### src/rtl/case_conv_pkg.sv
// Shared encodings for the case-conversion scheduler: modes, FSM states, letter ranges.
// No logic; purely type and constant definitions.
// No flow control of its own.
package case_conv_pkg;

  typedef enum logic [1:0] {
    MODE_PASS   = 2'b00,
    MODE_UPPER  = 2'b01,
    MODE_LOWER  = 2'b10,
    MODE_TOGGLE = 2'b11
  } mode_e;

  typedef enum logic {
    ST_IDLE   = 1'b0,
    ST_STREAM = 1'b1
  } state_e;

  localparam logic [7:0] UPPER_LO = 8'h41;
  localparam logic [7:0] UPPER_HI = 8'h5A;
  localparam logic [7:0] LOWER_LO = 8'h61;
  localparam logic [7:0] LOWER_HI = 8'h7A;
  localparam int         CASE_BIT = 5;

endpackage

### src/rtl/ascii_case_map.sv
// ASCII case mapper: flips bit 5 of letters according to mode; non-letters pass.
// Latency: combinational, zero cycles.
// Backpressure: none, pure function of its inputs.
module ascii_case_map
  import case_conv_pkg::*;
(
  input  logic [7:0] in_byte,
  input  logic [1:0] mode,
  output logic [7:0] out_byte,
  output logic       changed
);

  logic is_upper;
  logic is_lower;
  logic flip;

  assign is_upper = (in_byte >= UPPER_LO) && (in_byte <= UPPER_HI);
  assign is_lower = (in_byte >= LOWER_LO) && (in_byte <= LOWER_HI);

  assign flip = ((mode == MODE_UPPER)  && is_lower) ||
                ((mode == MODE_LOWER)  && is_upper) ||
                ((mode == MODE_TOGGLE) && (is_upper || is_lower));

  assign out_byte = in_byte ^ (8'(flip) << CASE_BIT);
  assign changed  = flip;

endmodule

### src/rtl/case_conv_sched.sv
// Two-requester round-robin scheduler feeding one case-conversion datapath, whole strings per grant.
// Latency: 1 cycle from accept to registered output slot; 1 idle cycle between strings.
// Backpressure: granted req_ready follows slot_free (empty slot or downstream taking it this cycle).
module case_conv_sched
  import case_conv_pkg::*;
#(
  parameter int MAX_LEN = 64,
  parameter int CNT_W   = 7
) (
  input  logic             clk,
  input  logic             rst_n,
  input  logic [1:0]       mode,
  input  logic [1:0]       req_valid,
  input  logic [15:0]      req_data,
  input  logic [1:0]       req_last,
  output logic [1:0]       req_ready,
  output logic             out_valid,
  output logic [7:0]       out_data,
  output logic             out_last,
  output logic             out_src,
  input  logic             out_ready,
  output logic [CNT_W-1:0] str_cnt,
  output logic [CNT_W-1:0] chg_cnt,
  output logic             len_err,
  output logic             busy
);

  state_e           state_q, state_d;
  logic             grant_q, grant_d;
  logic             rr_q, rr_d;
  logic [1:0]       mode_q, mode_d;
  logic [CNT_W-1:0] run_str_q, run_str_d;
  logic [CNT_W-1:0] run_chg_q, run_chg_d;
  logic             out_valid_q, out_valid_d;
  logic [7:0]       out_data_q, out_data_d;
  logic             out_last_q, out_last_d;
  logic             out_src_q, out_src_d;
  logic [CNT_W-1:0] str_cnt_q, str_cnt_d;
  logic [CNT_W-1:0] chg_cnt_q, chg_cnt_d;
  logic             len_err_q, len_err_d;

  logic [7:0]       gnt_byte;
  logic [7:0]       map_byte;
  logic             map_chg;
  logic             gnt_valid;
  logic             gnt_last;
  logic             slot_free;
  logic             accept;
  logic             forced;
  logic [CNT_W-1:0] str_next;
  logic [CNT_W-1:0] chg_next;

  assign gnt_byte  = grant_q ? req_data[15:8] : req_data[7:0];
  assign gnt_valid = req_valid[grant_q];
  assign gnt_last  = req_last[grant_q];
  assign slot_free = !out_valid_q || out_ready;

  ascii_case_map u_map (
    .in_byte  (gnt_byte),
    .mode     (mode_q),
    .out_byte (map_byte),
    .changed  (map_chg)
  );

  always_comb begin
    state_d     = state_q;
    grant_d     = grant_q;
    rr_d        = rr_q;
    mode_d      = mode_q;
    run_str_d   = run_str_q;
    run_chg_d   = run_chg_q;
    out_valid_d = out_valid_q;
    out_data_d  = out_data_q;
    out_last_d  = out_last_q;
    out_src_d   = out_src_q;
    str_cnt_d   = str_cnt_q;
    chg_cnt_d   = chg_cnt_q;
    len_err_d   = 1'b0;
    req_ready   = 2'b00;
    accept      = 1'b0;
    forced      = 1'b0;
    str_next    = run_str_q + CNT_W'(1);
    chg_next    = run_chg_q + CNT_W'(map_chg);

    // A drained slot empties unless refilled below in the same cycle.
    if (out_valid_q && out_ready) begin
      out_valid_d = 1'b0;
    end

    case (state_q)
      ST_IDLE: begin
        if (|req_valid) begin
          grant_d   = req_valid[rr_q] ? rr_q : ~rr_q;
          mode_d    = mode;
          run_str_d = '0;
          run_chg_d = '0;
          state_d   = ST_STREAM;
        end
      end
      ST_STREAM: begin
        req_ready[grant_q] = slot_free;
        accept = gnt_valid && slot_free;
        if (accept) begin
          forced      = !gnt_last && (str_next == CNT_W'(MAX_LEN));
          run_str_d   = str_next;
          run_chg_d   = chg_next;
          out_valid_d = 1'b1;
          out_data_d  = map_byte;
          out_last_d  = gnt_last || forced;
          out_src_d   = grant_q;
          str_cnt_d   = str_next;
          chg_cnt_d   = chg_next;
          len_err_d   = forced;
          if (gnt_last || forced) begin
            state_d = ST_IDLE;
            rr_d    = ~grant_q;
          end
        end
      end
      default: state_d = ST_IDLE;
    endcase
  end

  always_ff @(posedge clk or negedge rst_n) begin
    if (!rst_n) begin
      state_q     <= ST_IDLE;
      grant_q     <= 1'b0;
      rr_q        <= 1'b0;
      mode_q      <= 2'b00;
      run_str_q   <= '0;
      run_chg_q   <= '0;
      out_valid_q <= 1'b0;
      out_data_q  <= 8'h00;
      out_last_q  <= 1'b0;
      out_src_q   <= 1'b0;
      str_cnt_q   <= '0;
      chg_cnt_q   <= '0;
      len_err_q   <= 1'b0;
    end else begin
      state_q     <= state_d;
      grant_q     <= grant_d;
      rr_q        <= rr_d;
      mode_q      <= mode_d;
      run_str_q   <= run_str_d;
      run_chg_q   <= run_chg_d;
      out_valid_q <= out_valid_d;
      out_data_q  <= out_data_d;
      out_last_q  <= out_last_d;
      out_src_q   <= out_src_d;
      str_cnt_q   <= str_cnt_d;
      chg_cnt_q   <= chg_cnt_d;
      len_err_q   <= len_err_d;
    end
  end

  assign out_valid = out_valid_q;
  assign out_data  = out_data_q;
  assign out_last  = out_last_q;
  assign out_src   = out_src_q;
  assign str_cnt   = str_cnt_q;
  assign chg_cnt   = chg_cnt_q;
  assign len_err   = len_err_q;
  assign busy      = (state_q == ST_STREAM);

endmodule

### config.mk
export PLATFORM = sky130hd
export DESIGN_NAME = case_conv_sched
export DESIGN_NICKNAME = d
export VERILOG_FILES = /design/src/rtl/case_conv_pkg.sv /design/src/rtl/ascii_case_map.sv /design/src/rtl/case_conv_sched.sv
export SDC_FILE = /design/constraint.sdc
export NUM_CORES = 1
export LEC_CHECK = 0
export CAP_MARGIN = 20
export CORE_ASPECT_RATIO = 1.25
export CORE_UTILIZATION = 47
export CTS_CLUSTER_SIZE = 14
export DETAILED_ROUTE_END_ITERATION = 6
export GPL_TIMING_DRIVEN = 0
export MAX_ROUTING_LAYER = met4
export PLACE_DENSITY = 0.83
export SETUP_SLACK_MARGIN = 0.02
export SLEW_MARGIN = 15
export SYNTH_ARGS = -nofsm -noshare
export SYNTH_HDL_FRONTEND = slang
export SYNTH_HIERARCHICAL = 1
export SYNTH_SLANG_ARGS = --single-unit
### constraint.sdc
create_clock -name clk -period 4.8 [get_ports clk]
set_input_delay 1.2 -clock clk [delete_from_list [all_inputs] [get_ports clk]]
set_output_delay 1.2 -clock clk [all_outputs]
set_load 0.005 [all_outputs]
==> summary.md, run 1 <==
| Metric | Value |
|---|---|
| Leading area contributor after synthesis | `dfrtp_1` |
| Simple-gate share of the synthesized area | `13.2%` |
| CP Launch Type | `input port` |
| Biggest cell delay along the critical path | `0.51 ns` |
| Die Y | `79.9 µm` |
| Die width | `64.3 µm` |
| Met2 wire length | `2.40 mm` |
| Max-slew violations | `0` |
| Outcome | `finished, final reports clean` |
| Residual DRC | `0` |
| Top-count cell post-synth | `dfrtp_1` |
| Worst vdd ir | `0.000321 V` |
| First drt pass iteration count | `4` |
| Max Cap Viol | `0` |
| RD Place Congestion | `0.786` |
| Count of warnings emitted by yosys | `6` |
| Cts hold-fix bufs | `0` |
| Main synth FF type | `dfrtp_1` |
| Average wire per standard cell | `14.2 µm` |
| Post-Syn Nets | `243` |
| Cell Area, Placed | `2900 µm²` |
| Slew margin rel. | `57.1%` |
| Layout cells sized above 1 | `17.3%` |
| RSZ-0062 raised after global routing | `no` |
| CP Data Arrival Time | `2.60 ns` |
| Clk sinks | `45` |
| Starting density of the core | `50.4%` |
| Core area | `4530 µm²` |
| Row count | `27` |
| Sequential Area | `1130 µm²` |
| Via density | `5.45` |
| CTS tree | `yes` |
| Post-Synthesis Cell Area | `2280 µm²` |
| CP required | `3.60 ns` |
| Worst-Skew Late Latency | `0.30 ns` |
| Fin Clk Skew | `0.00691 ns` |
| Crit path max-delay family | `buffers and inverters` |
| Post-synth EDFFs | `0` |
| Area delta synth->final | `32.2%` |
| Post-CTS setup buffers | `0` |
| Syn Area/Cell | `10.6 µm²` |
| Pin slew with the least headroom to its limit | `0.639 ns` |
| Yosys top cell area share | `49.4%` |
| Post-CTS sizing | `0` |
| Synth Area in Adders | `1.65%` |
| Detailed-placement wirelength estimate | `3.46 mm` |
| Final ANT Viol Nets | `0` |
| Slowest-stage cell, CP | `clkdlybuf4s50_1` |
| Area fraction in compound gates after synthesis | `14.3%` |
| H-tree levels | `2` |
| CP endpoint kind | `output pin` |
| CP Max Fanout | `5` |
| CTS buffer count | `5` |
| WP buf/inv | `2` |
| Number of global-route vias before repair | `1,803` |
| Cell breakdown of the critical path | `clkdlybuf4s50_1 -> nand2b_1 -> nand2_1 -> nor2_1 -> clkdlybuf4s50_1` |
| GRT Total Usage | `21.2%` |
| Design Area, Final | `3010 µm²` |
| Total number of vias | `1,826` |
| Port bufs | `53` |
| Root Driver | `clkbuf_8` |
| Total wire length | `4.75 mm` |
| Pin count of the biggest net entering global routing | `30` |
| Power per cell area | `511 nW/µm²` |
| Worst-path clk slew | `0.08 ns` |
| #FFs+latches synth | `45` |
| Total grt overflow | `0` |
| Post-Syn Instances | `215` |
| WL met3 | `234 µm` |
| Fill cell count | `359` |
| Largest cells by area after synthesis | `dfrtp_1 (49%), mux2_2 (11%), o21ai_0 (4.8%)` |
| Ys async rst share | `100%` |
| CTS Buffer Depth | `2` |
| Post-route setup TNS | `0 ns` |
| WL met1 | `2.02 mm` |
| XOR/XNOR Fraction of Synth Area | `3.84%` |
| Leakage power figure | `1.36 nW` |
| Crit path top cell by count | `clkdlybuf4s50_1` |
| Period utilization | `79.1%` |
| Initial DRC count | `40` |
| Multiplexer share of the synthesized area | `12.2%` |
| Die Footprint | `5130 µm²` |
| Kind of critical path | `input port to output pin` |
| # nets final | `304` |
| Seq/Total Area, Yosys | `49.4%` |
| First-pass GRT wire length | `8.07 mm` |
| Antenna Cells | `0` |
| Multi-input logic area | `1030 µm²` |
| Largest family of logic cells by synthesized area | `compound AO/OA/AOI/OAI gates` |
| Worst hold path type | `flop to flop` |
| Top Layer Used | `met4` |
| Cell variety after synth | `39` |
| Setup violations, final | `0` |
| Synth cell count leaders | `dfrtp_1 (45), mux2_2 (22), o21ai_0 (22)` |
| Final Hold Viols | `0` |
| Initial antenna violation count | `0` |
| Minimum clock period | `3.80 ns` |
| IO Count | `54` |
| Achievable Freq | `0.263 GHz` |
-- where the power goes --
group	leakage, nW	internal, mW	switching, mW	total, mW
logic	0.720	0.382	0.308	0.690
clock network	0.0585	0.170	0.126	0.296
registers	0.583	0.484	0.0701	0.554
total	1.36	1.04	0.504	1.54
-- placed cells by master, fill, tap and decap left out, types with 2 or more instances in the layout --
master           instances
dfrtp_1                 45
clkbuf_8                 6
inv_1                    4
and3_1                   3
mux2i_1                  3
buf_4                    8
a21o_1                  11
o21ai_0                 22
nand3_1                  7
buf_2                    6
xor2_1                   2
ha_1                     3
nor3_1                   4
clkbuf_1                 3
nand2_1                 20
a31oi_1                  3
a21oi_1                  3
mux2_2                  22
a22o_1                   3
nor4_1                   5
nor2_1                   9
or4_1                    2
nor3b_1                  5
xnor2_1                  8
clkdlybuf4s50_1         52
-- cell families after synthesis --
logic type                 count (synthesis)
AOI/OAI and AO/OA                         51
adders and majority gates                  3
DFF                                       45
xor gates and xnor gates                  10
buffers and inverters                     21
muxes                                     25
and+or+nand+nor                           60
-- worst min-delay path, delay by kind of cell (launching register included) --
family,cells,cell delay (ns)
flops,1,0.35
compound gates,1,0.05
simple gates,1,0.04
-- metal layers --
layer	track usage [%]	up-vias
met3	5.43	10
met5	-	-
met1	24.0	885
met4	8.89	0
li1	-	877
met2	35.4	54
-- path summary, 6_finish.rpt --
check / from / to / slack [ns] / depth (start not counted)
min reg2reg: chg_cnt[3]$_DFFE_PN0P_ / chg_cnt[3]$_DFFE_PN0P_ / 0.48 / 2
min in group asynchronous: rst_n / out_valid$_DFF_PN0_ / 0.81 / 1
max in group asynchronous: rst_n / out_data[2]$_DFFE_PN0P_ / 3.50 / 2
max: out_ready / req_ready[0] / 1.00 / 5
min: chg_cnt[3]$_DFFE_PN0P_ / chg_cnt[3]$_DFFE_PN0P_ / 0.48 / 2
max reg2reg: grant_q$_DFFE_PN0P_ / run_chg_q[6]$_DFFE_PN0P_ / 1.66 / 12
-- through the flow --
step | total power [mW] | util, % | std cells | hold WS (ns) | worst slack (ns)
after CTS | 1.55 | 66.6 | 335 | 0.488 | 1.02
final | 1.54 | 66.6 | 335 | 0.478 | 1.00
after detailed placement | 1.25 | 64.0 | 327 | 0.469 | 1.03
after global routing | 1.64 | 66.6 | 335 | 0.504 | 0.924
after global placement | 1.23 | 63.7 | 326 | 0.460 | 1.04
after floorplan | 0.957 | - | 215 | 0.472 | 1.86
-- sequential cells by signal, summed over array words and instances, names as in the netlist --
signal and flops:
out_data 8, out_last 1, out_valid 1, busy 1, chg_cnt 7, out_src 1
len_err 1, rr_q 1, str_cnt 7, run_chg_q 7, grant_q 1, run_str_q 7
mode_q 2
-- layout make-up --
| type | count | share of cell area, % |
|---|---|---|
| plain buffers | 16 | 3.45 |
| clock buffers | 7 | 2.86 |
| clock inverters | 1 | 0.996 |
| inverters | 5 | 0.664 |
| multi-input cells | 149 | 34.2 |
| flip-flops and latches | 45 | 37.4 |
| well taps | 58 | 2.41 |
| repair buffers | 54 | 18.1 |
Note: power is estimated with default switching activity, not from simulation.
==> inputs of run 2 (changes only) <==
CORE_UTILIZATION = 45   (was 47)
clock period = 3.35 ns   (was 4.8 ns; I/O delays follow)
==> run 2 against run 1 <==
Against the previous run:
- worst setup slack got worse by 0.74 ns
- register-to-register slack worse by 1.3 ns
- combinational power up 43%
- power is 36% higher
- critical path depth is the same
- via count is 0.82% lower
- routed wire length shrank 6.1%
- non-clock buffer count is the same
- global-route usage fell by 1.9 points
- hold slack about the same
- clock-buffer cell count decreased by 1
- critical path type unchanged
- critical endpoint unchanged
==> summary.md, run 2 (synthesized netlist as in run 1, its figures left out) <==
| Metric | Value |
|---|---|
| Outcome | `finished, final reports clean` |
| Row count | `28` |
| Setup crit start | `out_ready` |
| Layout cells sized above 1 | `17.3%` |
| CP endpoint kind | `output pin` |
| Clk sinks | `45` |
| Worst hold path type | `flop to flop` |
| GRT met2 Usage | `31.9%` |
| RSZ-0062 raised after global routing | `no` |
| Die width | `65.7 µm` |
| Leakage power figure | `1.35 nW` |
| Worst-Skew Late Latency | `0.29 ns` |
| R2r endpoint | `run_chg_q[6]$_DFFE_PN0P_` |
| RR Startpoint | `grant_q$_DFFE_PN0P_` |
| Detailed-placement wirelength estimate | `3.39 mm` |
| CTS buffer count | `5` |
| Commonest non-fill, non-tap cell in the layout | `clkdlybuf4s50_1` |
| Final Hold Viols | `0` |
| Initial antenna violation count | `0` |
| CP Data Arrival Time | `2.25 ns` |
| Minimum clock period | `3.09 ns` |
| Final ANT Viol Nets | `0` |
| Initial DRC count | `57` |
| Worst reg2reg setup slack | `0.35 ns` |
| Design Area, Final | `2990 µm²` |
| Achievable Freq | `0.324 GHz` |
| Port bufs | `53` |
| Multi-input logic area | `1030 µm²` |
| Die Y | `81.6 µm` |
| First-pass GRT wire length | `7.69 mm` |
| Die Footprint | `5360 µm²` |
| Post-CTS setup buffers | `0` |
| CP Launch Type | `input port` |
| CTS Buffer Depth | `2` |
| Pin count of the biggest net entering global routing | `25` |
| Total number of vias | `1,811` |
| Setup violations, final | `0` |
| Power per cell area | `700 nW/µm²` |
| Fin Clk Skew | `0.00644 ns` |
| Number of global-route vias before repair | `1,715` |
| R2R depth | `12` |
| Total grt overflow | `0` |
| Worst vdd ir | `0.000531 V` |
| Slew margin rel. | `56.1%` |
| Via density | `5.37` |
| GR Util met1 | `22.8%` |
| CP required | `2.51 ns` |
| First drt pass iteration count | `4` |
| Core area | `4800 µm²` |
| Post-CTS sizing | `0` |
| Met3 Use GR | `5.00%` |
| Grt peak-use layer | `met2` |
| Worst-path clk slew | `0.08 ns` |
| Period utilization | `92.2%` |
| CP Max Fanout | `5` |
| Average wire per standard cell | `13.2 µm` |
| RD Place Congestion | `0.746` |
| # nets final | `304` |
| Root Driver | `clkbuf_8` |
| H-tree levels | `2` |
| Sequential Area | `1130 µm²` |
| End of the critical path | `req_ready[0]` |
| Area delta synth->final | `31.2%` |
| Residual DRC | `0` |
| Non-Filler Instances | `337` |
| Fill cell count | `403` |
| GRT Total Usage | `19.3%` |
| Max Cap Viol | `0` |
| Cts hold-fix bufs | `0` |
| Antenna Cells | `0` |
| Kind of critical path | `input port to output pin` |
| IO Count | `54` |
| Total wire length | `4.46 mm` |
| Max reg flops | `8` |
| Placed cell count | `329` |
| Cell Area, Placed | `2910 µm²` |
| Pin slew with the least headroom to its limit | `0.654 ns` |
| CTS tree | `yes` |
| Max-slew violations | `0` |
| Post-route setup TNS | `0 ns` |
| Starting density of the core | `47.5%` |
| Most frequent cells in the layout | `clkdlybuf4s50_1 (52), dfrtp_1 (45), mux2_2 (22), o21ai_0 (22), nand2_1 (20)` |
[run 2: changes by cell type in the layout (fill, tap and decap cells not counted), sizes merged]
cell,previous run,this run
clkbuf,9,8
bufinv,1,0
clkinv,0,2
[run 2: through the flow]
step / power, mW / utilization [%] / hold WS, ns / setup WS [ns]
global placement: 1.77 / 60.1 / 0.461 / 0.154
floorplan: 1.37 / - / 0.472 / 0.771
global route: 2.26 / 62.3 / 0.503 / 0.113
detailed placement: 1.80 / 60.6 / 0.470 / 0.107
finish: 2.09 / 62.3 / 0.478 / 0.260
CTS: 2.12 / 62.3 / 0.488 / 0.252
[run 2: worst min path at each step]
stage          slack [ns]                startpoint  cells after the start                        to
5_1_grt              0.50    str_cnt[3]$_DFFE_PN0P_                      2    str_cnt[3]$_DFFE_PN0P_
4_1_cts              0.49    chg_cnt[5]$_DFFE_PN0P_                      2    chg_cnt[5]$_DFFE_PN0P_
2_1_floorplan        0.47  run_chg_q[0]$_DFFE_PN0P_                      1  run_chg_q[0]$_DFFE_PN0P_
3_3_place_gp         0.46    chg_cnt[5]$_DFFE_PN0P_                      2    chg_cnt[5]$_DFFE_PN0P_
6_report             0.48    chg_cnt[5]$_DFFE_PN0P_                      2    chg_cnt[5]$_DFFE_PN0P_
3_5_place_dp         0.47    chg_cnt[5]$_DFFE_PN0P_                      2    chg_cnt[5]$_DFFE_PN0P_
[run 2: area by class of cell]
cell class / instances / share of cell area [%]
tap: 60 / 2.51
sequential: 45 / 37.7
clock buffer: 6 / 2.43
clock inverter: 2 / 0.335
timing repair buffer: 54 / 18.5
inverter: 5 / 0.669
buffer: 16 / 3.47
multi-input combinational: 149 / 34.4
[run 2: where the power goes]
group	internal (mW)	total, mW	switching (mW)
sequential	0.693	0.792	0.0984
combinational	0.548	0.988	0.440
clock	0.145	0.314	0.170
[run 2: per-layer routing]
metal / part of all wire, % / up-vias
met2: 50 / 61
met5: 0 / -
met3: 5.6 / 6
li1: - / 887
met1: 43 / 857
met4: 1.3 / 0
[run 2: critical path, cell delays in order]
cell	delay [ns]
clkdlybuf4s50_1	0.47
nand2b_1	0.21
nand2_1	0.10
nor2_1	0.11
clkdlybuf4s50_1	0.52
==> inputs of run 3 (changes only) <==
PLACE_DENSITY = 0.76   (was 0.83)
==> run 3 against run 2 <==
Against the previous run:
- critical path depth unchanged
- power up 0.55%
- non-clock buffer count down 1
- combinational power down 1%
- hold slack worse by 0.061 ns
- critical path type unchanged
- clock power up 6.4%
- final area down 0.25%
- die area unchanged
==> summary.md, run 3 (synthesized netlist as in run 1, its figures left out) <==
| Metric | Value |
|---|---|
| Most frequent cells in the layout | `clkdlybuf4s50_1 (52), dfrtp_1 (45), mux2_2 (22), o21ai_0 (22), nand2_1 (20)` |
| RD Place Congestion | `0.736` |
| Initial DRC count | `52` |
| Max-slew violations | `0` |
| Initial antenna violation count | `0` |
| Row count | `28` |
| Final Hold Viols | `0` |
| Logic pwr share | `46.5%` |
| Setup violations, final | `0` |
| R2R depth | `11` |
| Worst reg2reg setup slack | `0.65 ns` |
| IO Count | `54` |
| Clock power share | `15.9%` |
| Post-CTS sizing | `0` |
| Die width | `65.7 µm` |
| Port bufs | `53` |
| Power per cell area | `706 nW/µm²` |
| Antenna Cells | `0` |
| Switching Fraction | `33.5%` |
| Total number of vias | `1,835` |
| RSZ-0062 raised after global routing | `no` |
| CTS tree | `yes` |
| R2r endpoint | `run_chg_q[6]$_DFFE_PN0P_` |
| Pin count of the biggest net entering global routing | `35` |
| Kind of critical path | `input port to output pin` |
| Core area | `4800 µm²` |
| P_int | `1.40 mW` |
| Sequential cell fraction of total power | `37.7%` |
| CP required | `2.51 ns` |
| Outcome | `finished, final reports clean` |
| Max Cap Viol | `0` |
| CP Data Arrival Time | `2.25 ns` |
| Number of global-route vias before repair | `1,614` |
| Util after Layout | `62.1%` |
| Die Footprint | `5360 µm²` |
| Cts hold-fix bufs | `0` |
| Post-route setup TNS | `0 ns` |
| Non-Filler Instances | `335` |
| CP Launch Type | `input port` |
| CTS buffer count | `5` |
| First-pass GRT wire length | `7.46 mm` |
| Placed cell count | `329` |
| Average wire per standard cell | `13.4 µm` |
| Area delta synth->final | `30.8%` |
| Layout cells sized above 1 | `17.1%` |
| Slew margin rel. | `58.9%` |
| GRT Total Usage | `18.7%` |
| Detailed-placement wirelength estimate | `3.38 mm` |
| Starting density of the core | `47.5%` |
| Minimum clock period | `3.08 ns` |
| Worst vdd ir | `0.000448 V` |
| Worst-path clk slew | `0.08 ns` |
| H-tree levels | `2` |
| Die Y | `81.6 µm` |
| Final WS setup | `0.266 ns` |
| Pin slew with the least headroom to its limit | `0.612 ns` |
| Worst hold path type | `input port to asynchronous set/reset pin` |
| P_sw | `0.705 mW` |
| Total wire length | `4.49 mm` |
| Final ANT Viol Nets | `0` |
| CP endpoint kind | `output pin` |
| Post-CTS setup buffers | `0` |
| Worst-Skew Late Latency | `0.29 ns` |
| # nets final | `303` |
| Pre-CTS WS | `0.0748 ns` |
| Max reg flops | `8` |
| Achievable Freq | `0.324 GHz` |
| CP Max Fanout | `5` |
| Leakage power figure | `1.35 nW` |
| CTS Buffer Depth | `2` |
| Residual DRC | `0` |
| First drt pass iteration count | `4` |
| RR Startpoint | `grant_q$_DFFE_PN0P_` |
| Period utilization | `92.1%` |
| Total grt overflow | `0` |
| Commonest non-fill, non-tap cell in the layout | `clkdlybuf4s50_1` |
| Clk sinks | `45` |
| Via density | `5.48` |
| Fin Clk Skew | `0.00257 ns` |
| Root Driver | `clkbuf_8` |
## run 3: worst max path at each step
stage	from	end	slack, ns	depth (start not counted)
5_1_grt	out_ready	req_ready[0]	0.16	5
2_1_floorplan	req_data[9]	run_chg_q[6]$_DFFE_PN0P_	0.77	10
3_5_place_dp	req_data[1]	run_chg_q[6]$_DFFE_PN0P_	0.07	11
4_1_cts	out_ready	req_ready[0]	0.26	5
3_3_place_gp	req_data[1]	run_chg_q[6]$_DFFE_PN0P_	0.13	11
6_report	out_ready	req_ready[0]	0.27	5
## run 3: worst max-delay path, cell delays in order
cell	delay, ns
clkdlybuf4s50_1	0.47
nand2b_1	0.21
nand2_1	0.12
nor2_1	0.11
clkdlybuf4s50_1	0.51
## run 3: final cells by class
class	count	area (µm²)
repair buffers	54	546
plain buffers	15	100
clock buffers	7	86.3
well taps	60	75.1
inverters	5	20.0
multi-input cells	149	1030
fillers	392	1820
flip-flops and latches	45	1130
## run 3: layer usage
layer | up-vias | wire length (µm) | GRT usage (%)
li1 | 883 | - | -
met1 | 888 | 2010 | 22.8
met2 | 58 | 2220 | 31.2
met3 | 6 | 205 | 3.89
met4 | 0 | 50 | 5.22
met5 | - | 0 | -
## run 3: metrics by stage
step           total power [mW]  area [µm²]  hold slack [ns]
2_1_floorplan              1.37        2280            0.472
3_3_place_gp               1.77        2890            0.461
3_5_place_dp               1.79        2900            0.465
4_1_cts                    2.14        2990            0.421
5_1_grt                    2.25        2980            0.430
6_report                   2.11        2980            0.418
## run 3: power groups by stage
stage               combinational (mW)  sequential [mW]  clock, mW
floorplan                        0.576            0.795          0
finish                           0.978            0.793      0.334
global route                      1.08            0.813      0.365
CTS                              0.998            0.793      0.346
global placement                 0.975            0.799          0
detailed placement               0.991            0.802          0
